==> src/rtl/vga_fb_pkg.sv <==
// -----------------------------------------------------------------------------
// vga_fb_pkg
// Shared definitions for the VGA image RAM port-A fill engine / arbiter:
// the fill FSM state encoding, frame-buffer geometry and the full-byte
// write mask used for every fill write.
// -----------------------------------------------------------------------------
package vga_fb_pkg;

  typedef enum logic [1:0] {
    IDLE = 2'd0,
    FILL = 2'd1,
    DONE = 2'd2
  } fill_state_t;

  localparam int FB_AW    = 15;
  localparam int FB_DW    = 64;
  localparam int FB_WORDS = 32768;

  // Fill writes always cover the whole 64-bit word.
  localparam logic [7:0] FB_WEN_ALL = 8'hFF;

endpackage

==> src/rtl/vga_fb_fill_arb.sv <==
// -----------------------------------------------------------------------------
// vga_fb_fill_arb
// Shares image RAM port A between CPU bus accesses and a hardware fill engine
// that writes a 64-bit pattern into a contiguous (wrapping) word range.
// The CPU has priority; after STARVE_MAX consecutive fill cycles lost to the
// CPU the fill engine takes one forced cycle, stalling the CPU via cpu_ready.
//
// Ports:
//   cpu_clk, rst_i          clock, asynchronous active-high reset
//   cpu_en/wen/addr/wdata   CPU request (wen = 0 is a read)
//   cpu_rdata               RAM read data passthrough (RAM latency only)
//   cpu_ready               CPU request accepted this cycle
//   fill_start/abort        fill control pulses
//   fill_base/len/pattern   fill range and data, latched on start
//   fill_busy, fill_done    fill in progress / one-cycle completion pulse
//   ram_*                   RAM port A controls and read data
// -----------------------------------------------------------------------------
module vga_fb_fill_arb
  import vga_fb_pkg::*;
#(
  parameter int STARVE_MAX = 15
) (
  input  logic             cpu_clk,
  input  logic             rst_i,
  input  logic             cpu_en,
  input  logic [7:0]       cpu_wen,
  input  logic [FB_AW-1:0] cpu_addr,
  input  logic [FB_DW-1:0] cpu_wdata,
  output logic [FB_DW-1:0] cpu_rdata,
  output logic             cpu_ready,
  input  logic             fill_start,
  input  logic             fill_abort,
  input  logic [FB_AW-1:0] fill_base,
  input  logic [15:0]      fill_len,
  input  logic [FB_DW-1:0] fill_pattern,
  output logic             fill_busy,
  output logic             fill_done,
  output logic             ram_en,
  output logic [7:0]       ram_wen,
  output logic [FB_AW-1:0] ram_addr,
  output logic [FB_DW-1:0] ram_wdata,
  input  logic [FB_DW-1:0] ram_rdata
);

  localparam logic [7:0] STALL_LIM = 8'(STARVE_MAX);

  fill_state_t      state_reg,   state_next;
  logic [FB_AW-1:0] base_reg,    base_next;
  logic [15:0]      len_reg,     len_next;
  logic [FB_DW-1:0] pattern_reg, pattern_next;
  logic [15:0]      offset_reg,  offset_next;
  logic [7:0]       stall_reg,   stall_next;

  logic             forced_fill;
  logic             cpu_gnt;
  logic             fill_gnt;
  logic             last_word;
  logic [FB_AW-1:0] fill_addr;

  // Grant logic
  assign forced_fill = (state_reg == FILL) && (stall_reg == STALL_LIM);
  assign cpu_gnt     = cpu_en && !forced_fill;
  assign fill_gnt    = (state_reg == FILL) && !cpu_gnt;

  // Offset can reach 32767 with len 32768, so the compare needs the full 16 bits.
  assign last_word = ((offset_reg + 16'd1) == len_reg);
  // Truncation to 15 bits gives the wrap past the top of memory to word 0.
  assign fill_addr = base_reg + offset_reg[FB_AW-1:0];

  always_ff @(posedge cpu_clk or posedge rst_i) begin
    if (rst_i) begin
      state_reg   <= IDLE;
      base_reg    <= '0;
      len_reg     <= '0;
      pattern_reg <= '0;
      offset_reg  <= '0;
      stall_reg   <= '0;
    end else begin
      state_reg   <= state_next;
      base_reg    <= base_next;
      len_reg     <= len_next;
      pattern_reg <= pattern_next;
      offset_reg  <= offset_next;
      stall_reg   <= stall_next;
    end
  end

  always_comb begin
    state_next   = state_reg;
    base_next    = base_reg;
    len_next     = len_reg;
    pattern_next = pattern_reg;
    offset_next  = offset_reg;
    stall_next   = stall_reg;

    case (state_reg)
      IDLE: begin
        if (fill_start) begin
          base_next    = fill_base;
          len_next     = fill_len;
          pattern_next = fill_pattern;
          offset_next  = '0;
          stall_next   = '0;
          state_next   = (fill_len == 16'd0) ? DONE : FILL;
        end
      end
      FILL: begin
        if (fill_abort) begin
          state_next = IDLE;
        end else if (fill_gnt) begin
          offset_next = offset_reg + 16'd1;
          stall_next  = '0;
          if (last_word) begin
            state_next = DONE;
          end
        end else if (cpu_gnt) begin
          // Cannot pass STALL_LIM: at the limit the fill is forced instead.
          stall_next = stall_reg + 8'd1;
        end
      end
      DONE: begin
        state_next = IDLE;
      end
      default: begin
        state_next = IDLE;
      end
    endcase
  end

  // RAM port mux: CPU when granted, otherwise the fill engine (idle when
  // neither is granted).
  always_comb begin
    ram_en    = cpu_gnt || fill_gnt;
    ram_wen   = 8'h00;
    ram_addr  = fill_addr;
    ram_wdata = pattern_reg;
    if (cpu_gnt) begin
      ram_wen   = cpu_wen;
      ram_addr  = cpu_addr;
      ram_wdata = cpu_wdata;
    end else if (fill_gnt) begin
      ram_wen = FB_WEN_ALL;
    end
  end

  assign cpu_ready = !(forced_fill && cpu_en);
  assign cpu_rdata = ram_rdata;
  assign fill_busy = (state_reg == FILL);
  assign fill_done = (state_reg == DONE);

endmodule

==> config.mk <==
export PLATFORM = sky130hd
export DESIGN_NAME = vga_fb_fill_arb
export DESIGN_NICKNAME = d
export VERILOG_FILES = /design/src/rtl/vga_fb_pkg.sv /design/src/rtl/vga_fb_fill_arb.sv
export SDC_FILE = /design/constraint.sdc
export NUM_CORES = 1
export LEC_CHECK = 0
export ABC_CLOCK_PERIOD_IN_PS = 7700
export BUFFER_PORTS_ARGS = -buffer_cell sky130_fd_sc_hd__buf_2
export CAP_MARGIN = 20
export CORE_AREA = 2 2 160 162
export DETAILED_ROUTE_END_ITERATION = 6
export DIE_AREA = 0 0 162 164
export GPL_TIMING_DRIVEN = 1
export PLACE_DENSITY = 0.6
export SYNTH_ARGS = -nofsm -noshare
export SYNTH_HDL_FRONTEND = slang
export SYNTH_SLANG_ARGS = --single-unit
==> constraint.sdc <==
create_clock -name cpu_clk -period 7.7 [get_ports cpu_clk]
set_input_delay 0.77 -clock cpu_clk [delete_from_list [all_inputs] [get_ports cpu_clk]]
set_output_delay 0.77 -clock cpu_clk [all_outputs]
set_load 0.01 [all_outputs]
==> impl_metrics.ini <==
[clock_network]
cts.sinks = 121
cts_tree = built
root_buffer = clkbuf_16
clk_pin_slew_ns = 0.06
postCtsHoldBufs = 0
cts_setup_buffers = 0
worstSkewPairLatency_ns = 0.42
cts.path.max_buffers = 2
post_cts_resized = 0
cts_buffers = 17
htreeDepth = 4

[timing]
drv_slew = 0
period_needed_ns = 4.27
fin_skew_ns = 0.0100
worst_pin_slew_ns = 0.938
finalCritPeriodShare = 0.555
clock.fmax_mhz = 234
hold_violations = 0
setup_violations = 0
rsz0062_at_grt = false
slew_headroom = 0.375
tns_ns = 0

[status]
status = finished clean

[cells_and_area]
fin_area_um2 = 9310
final_nets = 1290
largest_reg_flops = 64
drive_above_1_share = 0.417
fillers = 2624
syn_to_final_growth_pct = 24.7
final_cells = 1367

[placement]
routabilityCongestion = 0.804
dp.cells = 1332
dp_hpwl_mm = 16.6
place_area_um2 = 8710
port_buffers = 277

[global_routing]
use_met1 = 0.191
first_global_vias = 6419
grtUsageMet3 = 0.0470
met2_usage = 0.280
grt_max_degree = 83
grtUsageTotal = 0.164
top_usage_layer = met2
antenna_found_initial = 4
grt_overflow = 0
grt_pass1_wl_mm = 33.9

[floorplanning]
die_x_um = 162
die_area_um2 = 26600
core_um2 = 24800
rows = 58
dieHeight_um = 164
initial_core_util = 0.301
ios = 406

[logic_synthesis]
synth_edf_count = 0
synthesis.area_um2 = 7460
syn_inst = 821
yosysWarningCount = 0
synth_cell_types = 56
postSynth.asyncResetShare = 1.00
synth_seq_area_share = 0.406
ys_seq_elements = 121
synth_ff_type = dfrtp_1
syn-num-nets = 1089
syn-mean-instance-area_um2 = 9.09

[worst_setup_path]
cp-end-kind = output pin
worstPathArrival_ns = 3.50
worstSetupPathType = reg -> out
cp_max_fo = 49
cp_data_required_time_ns = 6.93
start_kind = flop

[route]
wire_per_inst_um = 16.0
drt_iter0_drc = 285
avgViaCountPerCell = 4.73
routed_wl_mm = 21.9
drc = 0
vias = 6472
firstDrtPassIters = 4
ant_nets = 0

[flow_run]
cap_violations = 0

[power_and_ir_drop]
vdd_ir_drop_max_uv = 137
powerDensity_nw_per_um2 = 241
p_leak_nw = 4.61

[worst_hold_path]
holdCritPathClass = in -> async
-- critical path: stages (launching register included) --
cell and delay (ns):
dfrtp_1 0.41, ha_1 0.21, or4b_1 0.48, or3_4 0.39
o21a_4 0.38, buf_4 0.34, or3_1 0.35, or3_1 0.31
nand3_1 0.08, buf_2 0.13
-- synthesized netlist by cell type, types with 4 or more instances --
cell,count,area (µm²)
a21oi_1,19,95.1
o21a_1,5,37.5
nor2_1,29,109
dfrtp_1,121,3030
xnor2_1,19,166
a211oi_1,4,30.0
nor3b_1,4,30.0
nand3_1,19,95.1
ha_1,16,200
a21o_2,8,70.1
clkbuf_1,34,128
and3_1,4,25.0
mux2_2,94,1060
nand2_1,223,837
xor2_1,18,158
inv_1,10,37.5
or3_1,7,43.8
nor3_1,5,25.0
nor4_1,8,50.1
o21ai_0,32,160
buf_4,64,480
a31oi_1,5,31.3
nand2b_1,4,25.0
nand4_1,9,56.3
o31ai_1,8,60.1
a21o_1,8,60.1
-- routing by layer --
metal | routed length, µm | vias to the layer above
li1 | - | 3156
met1 | 8780 | 3037
met2 | 10900 | 212
met3 | 1460 | 65
met4 | 784 | 2
met5 | 13 | -
-- power by group --
part | leakage [nW] | internal (mW) | switching, mW | total, mW
logic | 2.89 | 0.306 | 0.310 | 0.616
clock network | 0.259 | 0.451 | 0.327 | 0.778
registers | 1.47 | 0.759 | 0.0865 | 0.845
total | 4.61 | 1.52 | 0.723 | 2.24
-- kinds of logic (layout without fill, tap and decap cells) --
group           after synthesis  count (layout)  share of synthesized area
fa+ha+maj                    17              17                     0.0295
buf+inv                     114             328                     0.0903
xor+xnor                     37              37                     0.0434
compound gates              110             110                     0.0986
flops                       121             121                      0.406
other cells                   0               2                          0
simple gates                328             328                      0.191
mux                          94              94                      0.142
-- area by class of cell --
type / instances / area, µm² / share of cell area
multi-input combinational: 586 / 3780 / 0.406
antenna: 2 / 5.00 / 0.000538
tap: 330 / 413 / 0.0443
inverter: 10 / 40.0 / 0.00430
clock inverter: 14 / 139 / 0.0149
timing repair buffer: 286 / 1470 / 0.158
sequential: 121 / 3030 / 0.325
clock buffer: 18 / 429 / 0.0461
-- worst paths after layout --
kind / start / endpoint / slack [ns] / cells after the start
worst max-delay path: stall_reg[0] / ram_addr[10] / 3.43 / 9
worst min-delay path: rst_i / pattern_reg[22] / 0.39 / 2
worst min register to register: pattern_reg[57] / pattern_reg[57] / 0.51 / 1
max in group asynchronous: rst_i / len_reg[1] / 6.15 / 4
min in group cpu_clk: pattern_reg[57] / pattern_reg[57] / 0.51 / 1
worst max register to register: offset_reg[0] / state_reg[0] / 4.67 / 7
-- through the flow --
stage               hold WS (ns)  power [mW]  utilization  worst slack, ns
floorplan                  0.468        1.29            -             3.72
global placement           0.490        1.47        0.351             3.89
detailed placement         0.495        1.48        0.351             3.83
CTS                        0.397        2.28        0.374             3.38
global route               0.431        2.38        0.375             3.24
finish                     0.394        2.24        0.375             3.43
-- layout by cell type (no fill, tap or decap), types with 6 or more instances in the layout --
master	Yosys	routed
xor2_1	18	18
nand3_1	19	19
a21oi_1	19	19
clkbuf_16	0	17
buf_2	3	277
nor2_1	29	29
dfrtp_1	121	121
clkinvlp_4	0	6
mux2_2	94	94
a21o_2	8	8
buf_4	64	8
or3_1	7	7
a21o_1	8	8
nand2_1	223	223
inv_1	10	9
o21ai_0	32	32
nand4_1	9	9
xnor2_1	19	19
o31ai_1	8	8
nor4_1	8	8
ha_1	16	16
Note: power is estimated with default switching activity, not from simulation.
